### src/rtl/div_recompose_if.sv
// rtl/div_recompose_if.sv - start/done handshake and operand/result bundle for div_recompose
interface div_recompose_if #(parameter int N = 4);
    logic           start;
    logic [N-1:0]   Q;
    logic [N-1:0]   B;
    logic [N-1:0]   R;
    logic [N-1:0]   A_ref;
    logic           busy;
    logic           done;
    logic [2*N-1:0] P;
    logic           match;
    logic           div_err;
    logic           rem_err;

    modport master (
        output start, Q, B, R, A_ref,
        input  busy, done, P, match, div_err, rem_err
    );

    modport slave (
        input  start, Q, B, R, A_ref,
        output busy, done, P, match, div_err, rem_err
    );
endinterface

### src/rtl/div_recompose.sv
// rtl/div_recompose.sv - shift-add rebuild of P=Q*B+R checked against A_ref; RECOMP_SSD_EN adds 3-digit 7-seg display of P
module div_recompose #(
    parameter int N = 4
) (
    input  logic clk,
    input  logic rst,
`ifdef RECOMP_SSD_EN
    output logic [6:0] ssdPC,
    output logic [6:0] ssdPD,
    output logic [6:0] ssdPU,
`endif
    div_recompose_if.slave bus
);
    localparam logic [1:0] S_IDLE = 2'd0;
    localparam logic [1:0] S_BUSY = 2'd1;
    localparam logic [1:0] S_DONE = 2'd2;
    localparam int CW = (N > 1) ? $clog2(N) : 1;
    localparam logic [CW-1:0] LAST = CW'(N - 1);

    logic [1:0]     state_q, state_d;
    logic [2*N-1:0] acc_q, acc_d, mcand_q, mcand_d, p_q, p_d, acc_sum;
    logic [N-1:0]   mplier_q, mplier_d, aref_q, aref_d;
    logic [CW-1:0]  count_q, count_d;
    logic           match_q, match_d, div_err_q, div_err_d, rem_err_q, rem_err_d;

    // P and match are registered on the edge entering DONE so they are valid alongside done
    always_comb begin
        state_d   = state_q;
        acc_d     = acc_q;
        mcand_d   = mcand_q;
        mplier_d  = mplier_q;
        aref_d    = aref_q;
        count_d   = count_q;
        p_d       = p_q;
        match_d   = match_q;
        div_err_d = div_err_q;
        rem_err_d = rem_err_q;
        acc_sum   = mplier_q[0] ? acc_q + mcand_q : acc_q;
        case (state_q)
            S_IDLE: begin
                if (bus.start) begin
                    acc_d     = {{N{1'b0}}, bus.R};
                    mcand_d   = {{N{1'b0}}, bus.B};
                    mplier_d  = bus.Q;
                    aref_d    = bus.A_ref;
                    count_d   = '0;
                    div_err_d = (bus.B == '0);
                    rem_err_d = (bus.B != '0) && (bus.R >= bus.B);
                    match_d   = 1'b0;
                    if (bus.B == '0) begin
                        state_d = S_DONE;
                        p_d     = '0;
                    end else begin
                        state_d = S_BUSY;
                    end
                end
            end
            S_BUSY: begin
                acc_d    = acc_sum;
                mcand_d  = mcand_q << 1;
                mplier_d = mplier_q >> 1;
                count_d  = count_q + 1'b1;
                if (count_q == LAST) begin
                    state_d = S_DONE;
                    p_d     = acc_sum;
                    match_d = (acc_sum == {{N{1'b0}}, aref_q});
                end
            end
            S_DONE:  state_d = S_IDLE;
            default: state_d = S_IDLE;
        endcase
    end

    always_ff @(posedge clk) begin
        if (rst) begin
            state_q   <= S_IDLE;
            acc_q     <= '0;
            mcand_q   <= '0;
            mplier_q  <= '0;
            aref_q    <= '0;
            count_q   <= '0;
            p_q       <= '0;
            match_q   <= 1'b0;
            div_err_q <= 1'b0;
            rem_err_q <= 1'b0;
        end else begin
            state_q   <= state_d;
            acc_q     <= acc_d;
            mcand_q   <= mcand_d;
            mplier_q  <= mplier_d;
            aref_q    <= aref_d;
            count_q   <= count_d;
            p_q       <= p_d;
            match_q   <= match_d;
            div_err_q <= div_err_d;
            rem_err_q <= rem_err_d;
        end
    end

    assign bus.busy    = (state_q == S_BUSY);
    assign bus.done    = (state_q == S_DONE);
    assign bus.P       = p_q;
    assign bus.match   = match_q;
    assign bus.div_err = div_err_q;
    assign bus.rem_err = rem_err_q;

`ifdef RECOMP_SSD_EN
    function automatic logic [6:0] seg7(input logic [3:0] d);
        case (d)
            4'd0:    seg7 = 7'b1000000;
            4'd1:    seg7 = 7'b1111001;
            4'd2:    seg7 = 7'b0100100;
            4'd3:    seg7 = 7'b0110000;
            4'd4:    seg7 = 7'b0011001;
            4'd5:    seg7 = 7'b0010010;
            4'd6:    seg7 = 7'b0000010;
            4'd7:    seg7 = 7'b1111000;
            4'd8:    seg7 = 7'b0000000;
            4'd9:    seg7 = 7'b0010000;
            default: seg7 = 7'b1111111;
        endcase
    endfunction

    logic [3:0] hund, tens, units;
    logic [6:0] ssd_c_q, ssd_c_d, ssd_d_q, ssd_d_d, ssd_u_q, ssd_u_d;

    // Decimal split works from the registered P, so the display trails P by one cycle
    always_comb begin
        hund    = 4'(p_q / 100);
        tens    = 4'((p_q / 10) % 10);
        units   = 4'(p_q % 10);
        ssd_c_d = seg7(hund);
        ssd_d_d = seg7(tens);
        ssd_u_d = seg7(units);
    end

    always_ff @(posedge clk) begin
        if (rst) begin
            ssd_c_q <= 7'b1000000;
            ssd_d_q <= 7'b1000000;
            ssd_u_q <= 7'b1000000;
        end else begin
            ssd_c_q <= ssd_c_d;
            ssd_d_q <= ssd_d_d;
            ssd_u_q <= ssd_u_d;
        end
    end

    assign ssdPC = ssd_c_q;
    assign ssdPD = ssd_d_q;
    assign ssdPU = ssd_u_q;
`endif
endmodule

### src/flat_wrapper.sv
// flat-port wrapper written by rule: the top's interface ports become plain ports
module div_recompose_flat 
#(
    parameter int N = 4
)
  (clk, rst, bus_start, bus_Q, bus_B, bus_R, bus_A_ref, bus_busy, bus_done, bus_P, bus_match, bus_div_err, bus_rem_err);
  div_recompose_if #(.N(N)) bus_i ();
  input  logic clk;
  input  logic rst;
  input wire logic [$bits(bus_i.start)-1:0] bus_start;
  input wire logic [$bits(bus_i.Q)-1:0] bus_Q;
  input wire logic [$bits(bus_i.B)-1:0] bus_B;
  input wire logic [$bits(bus_i.R)-1:0] bus_R;
  input wire logic [$bits(bus_i.A_ref)-1:0] bus_A_ref;
  output wire logic [$bits(bus_i.busy)-1:0] bus_busy;
  output wire logic [$bits(bus_i.done)-1:0] bus_done;
  output wire logic [$bits(bus_i.P)-1:0] bus_P;
  output wire logic [$bits(bus_i.match)-1:0] bus_match;
  output wire logic [$bits(bus_i.div_err)-1:0] bus_div_err;
  output wire logic [$bits(bus_i.rem_err)-1:0] bus_rem_err;
  assign bus_i.start = bus_start;
  assign bus_i.Q = bus_Q;
  assign bus_i.B = bus_B;
  assign bus_i.R = bus_R;
  assign bus_i.A_ref = bus_A_ref;
  assign bus_busy = bus_i.busy;
  assign bus_done = bus_i.done;
  assign bus_P = bus_i.P;
  assign bus_match = bus_i.match;
  assign bus_div_err = bus_i.div_err;
  assign bus_rem_err = bus_i.rem_err;
  div_recompose #(.N(N)) u_core (.clk(clk), .rst(rst), .bus(bus_i));
endmodule
### config.mk
export PLATFORM = sky130hd
export DESIGN_NAME = div_recompose_flat
export DESIGN_NICKNAME = d
export VERILOG_FILES = /design/src/rtl/div_recompose_if.sv /design/src/rtl/div_recompose.sv /design/src/flat_wrapper.sv
export SDC_FILE = /design/constraint.sdc
export NUM_CORES = 1
export LEC_CHECK = 0
export ABC_AREA = 1
export CORE_MARGIN = 5
export CORE_UTILIZATION = 38
export DETAILED_ROUTE_END_ITERATION = 12
export PLACE_DENSITY = 0.66
export RECOVER_POWER = 100
export SYNTH_ARGS = -nofsm -noshare
export SYNTH_HDL_FRONTEND = slang
export SYNTH_SLANG_ARGS = --single-unit
### constraint.sdc
create_clock -name clk -period 4.2 [get_ports clk]
set_clock_uncertainty 0.1 [all_clocks]
set_input_delay 1.26 -clock clk [delete_from_list [all_inputs] [get_ports clk]]
set_output_delay 1.26 -clock clk [all_outputs]
set_load 0.02 [all_outputs]
==> results.yml <==
logic_synthesis:
  synth-xor-area-share_pct: 0.835
  syn_avg_cell_area_sq_um: 6.99
  ys_seq_area_share_pct: 37.2
  yosys.area_share.simple_pct: 27.5
  syn-num-nets: 332
  async_reset_ff_share_pct: 0
  synth_compound_area_share_pct: 17.0
  synth.area.mux_share_pct: 0
  synth_top_family_by_area: "simple AND/OR/NAND/NOR gates"
  ys_warn_count: 0
  ys_ff_latch: 39
  synth_top_area_share_pct: 37.2
  yosys_most_used_dff: "dfxtp_1"
  synth_fa_ha_area_share_pct: 8.11
  synthDistinctLibCells: 32
  synth_area_leaders: "dfxtp_1, nand2_1, ha_1"
  synth_edf_count: 0
  synth_top_area_cell: "dfxtp_1"
  synth_area_sq_um: 2100
  netlist_instances: 300
place:
  place_area_sq_um: 2440
  port_buffers: 31
  place.gp.congestion: 0.805
  dp_hpwl_um: 3860
  place_inst: 393
layout:
  area_delta_synth_final_pct: 20.6
  final_cell_count_no_fill: 400
  antenna_cells: 0
  final_util_pct: 46.5
  fin_area_sq_um: 2530
  layout.nets: 360
  layout-drive-gt1-share_pct: 4.88
timing:
  maxSlewHeadroom_pct: 41.5
  setup_tns_ps: 0
  maxSlewViolCount: 0
  max_freq_ghz: 0.286
  min_period_ps: 3490
  worst_pin_slew_ps: 875
  hold_violations: 0
  finalCritPeriodShare_pct: 83.2
  rsz0062_at_grt: "no"
  setup_violations: 0
routing:
  drc_errors: 0
  via_per_inst: 4.88
  ant_nets: 0
  routed_wl_um: 5020
  drt-initial-drc-count: 111
  dr.pass1.iters: 4
  wl_per_cell_um: 12.5
  dr_total_vias: 1953
pwr:
  vdd_drop_max_v: 0.000231
  power-per-cell-area_nw_per_um2: 365
  power_uw: 923
  leakage_nw: 1.15
worst_setup_path:
  crit_family: "buffers and inverters"
  worstPathRequired_ps: 2840
  cp_slowest_stage_delay_ps: 730
  slowest_stage: "clkdlybuf4s50_1"
  critPathBufInv: 2
  r2r-start: "u_core.state_q[1]$_SDFFE_PP0P_"
  cp_max_fo: 23
  startpoint_type: "flip-flop"
  end_kind: "output pin"
  worstPathArrival_ps: 2130
  crit_type: "flip-flop to output pin"
  setup.worst_path.start: "u_core.state_q[0]$_SDFFE_PP0P_"
  cp_cell_sequence: "nand2_2 > inv_1 > clkdlybuf4s50_1"
floorplan:
  num_rows: 27
  die_h_um: 84.3
  start_util_pct: 38.6
  core_area_sq_um: 5440
  dieArea_sq_um: 7100
  die_w_um: 84.3
  num_io_pins: 32
grt:
  grt-ovfl-total: 0
  antenna_found_initial: 0
  grt_pass1_vias: 1853
  grtUsageTotal_pct: 15.1
  grt_pass1_wl_um: 8920
  grt_max_degree: 24
clock_tree:
  cts_sinks: 39
  clkTransAtPathRegs_ps: 70
  clk_latency_ps: 290
  htree_num_levels: 2
  cts_tree: "yes"
  cts_made_buffers: 5
  cts-resized-gates: 0
  post-cts-setup-buffers: 0
  clock_path_buffers: 2
  hold_buffers: 0
  cts_root_buf: "clkbuf_8"
run_status:
  outcome: "finished, final reports clean"
flow_run:
  maxCapViolCount: 0
hold_path:
  min_path_type: "flip-flop to flip-flop"
  hold_start: "u_core.bus.match$_SDFFE_PP0P_"
[power breakdown]
| group | switching [mW] | total [mW] | internal (mW) | leakage, nW |
|---|---|---|---|---|
| Sequential | 0.0259 | 0.425 | 0.399 | 0.319 |
| Clock | 0.128 | 0.302 | 0.174 | 0.0502 |
| Combinational | 0.118 | 0.196 | 0.0780 | 0.777 |
| Total | 0.272 | 0.923 | 0.651 | 1.15 |
[cells by family after synthesis]
logic type,Yosys count
simple gates,134
compound gates,66
buf+inv,46
flops,39
fa+ha+maj,13
xor+xnor,2
[cells in the mapped netlist (2+ instances only)]
cell type,number
nor2_2,2
or2_2,2
nor2_4,2
buf_4,2
nand4_1,3
nor2_1,12
inv_2,5
nand3_1,21
a21oi_1,29
o21a_1,2
nand2_2,2
dfxtp_1,39
nand2_1,88
o21ai_1,3
buf_2,3
ha_1,12
clkbuf_1,3
inv_1,30
a31oi_1,8
o21ai_0,20
[flip-flops by register name, summed over array words and instances, names as in the netlist, 2 cells and up]
name	flops
u_core.bus.P	8
u_core.mplier_q	4
u_core.state_q	2
u_core.count_q	2
u_core.aref_q	4
u_core.acc_q	8
u_core.mcand_q	8
[final timing paths]
kind / to / slack [ps] / cells after the start
worst min register to register: u_core.bus.match$_SDFFE_PP0P_ / 360 / 2
worst max-delay path: bus_busy / 710 / 3
worst max register to register: u_core.mplier_q[2]$_SDFFE_PP0P_ / 1660 / 7
worst min-delay path: u_core.bus.match$_SDFFE_PP0P_ / 360 / 2
[placed cells by master, fill, tap and decap left out]
cell / synthesis / routed
a31oi_1: 8 / 8
or2_2: 2 / 2
clkbuf_8: 0 / 5
or2_1: 1 / 1
o21a_1: 2 / 2
xor2_1: 1 / 1
nor2_4: 2 / 1
a21o_1: 1 / 1
inv_2: 5 / 2
bufinv_16: 0 / 1
a21boi_0: 1 / 1
inv_1: 30 / 32
fa_1: 1 / 1
clkinv_1: 0 / 1
o21ai_1: 3 / 1
o211ai_1: 1 / 1
nand3_1: 21 / 21
dlygate4sd3_1: 0 / 15
nand4_1: 3 / 3
clkinvlp_4: 0 / 1
clkdlybuf4s50_1: 0 / 16
nor2_1: 12 / 14
nand2_2: 2 / 2
inv_4: 1 / 1
nor2_2: 2 / 1
dfxtp_1: 39 / 39
nand2_1: 88 / 89
ha_1: 12 / 12
a21oi_1: 29 / 29
xnor2_1: 1 / 1
o221ai_1: 1 / 1
o21ai_0: 20 / 22
[metrics by stage]
stage	hold slack, ps	setup slack [ps]
after detailed placement	358	1030
after global routing	388	561
final	364	705
after floorplan	332	1800
after CTS	368	924
after global placement	353	1060
[final cells by class]
cell class / count / area, sq um
repair buffers: 31 / 310
flip-flops and latches: 39 / 781
well taps: 72 / 90.1
multi-input cells: 215 / 1100
inverters: 36 / 138
clock inverters: 2 / 37.5
fillers: 560 / 2910
clock buffers: 5 / 68.8
[routing by layer]
| layer | GRT usage (%) | vias up | part of all wire [%] |
|---|---|---|---|
| li1 | - | 1031 | - |
| met1 | 21.6 | 879 | 52 |
| met2 | 22.4 | 35 | 43 |
| met3 | 3.14 | 8 | 3.3 |
| met4 | 5.26 | 0 | 1.8 |
| met5 | 0 | - | 0 |
[worst min-delay path: cells and delay by family (launching register included)]
| kind | cells | cell delay [ps] |
|---|---|---|
| AND/OR/NAND/NOR | 1 | 60 |
| flip-flops | 1 | 310 |
| AO/OA/AOI/OAI | 1 | 60 |
(Power assumes the default switching activity.)
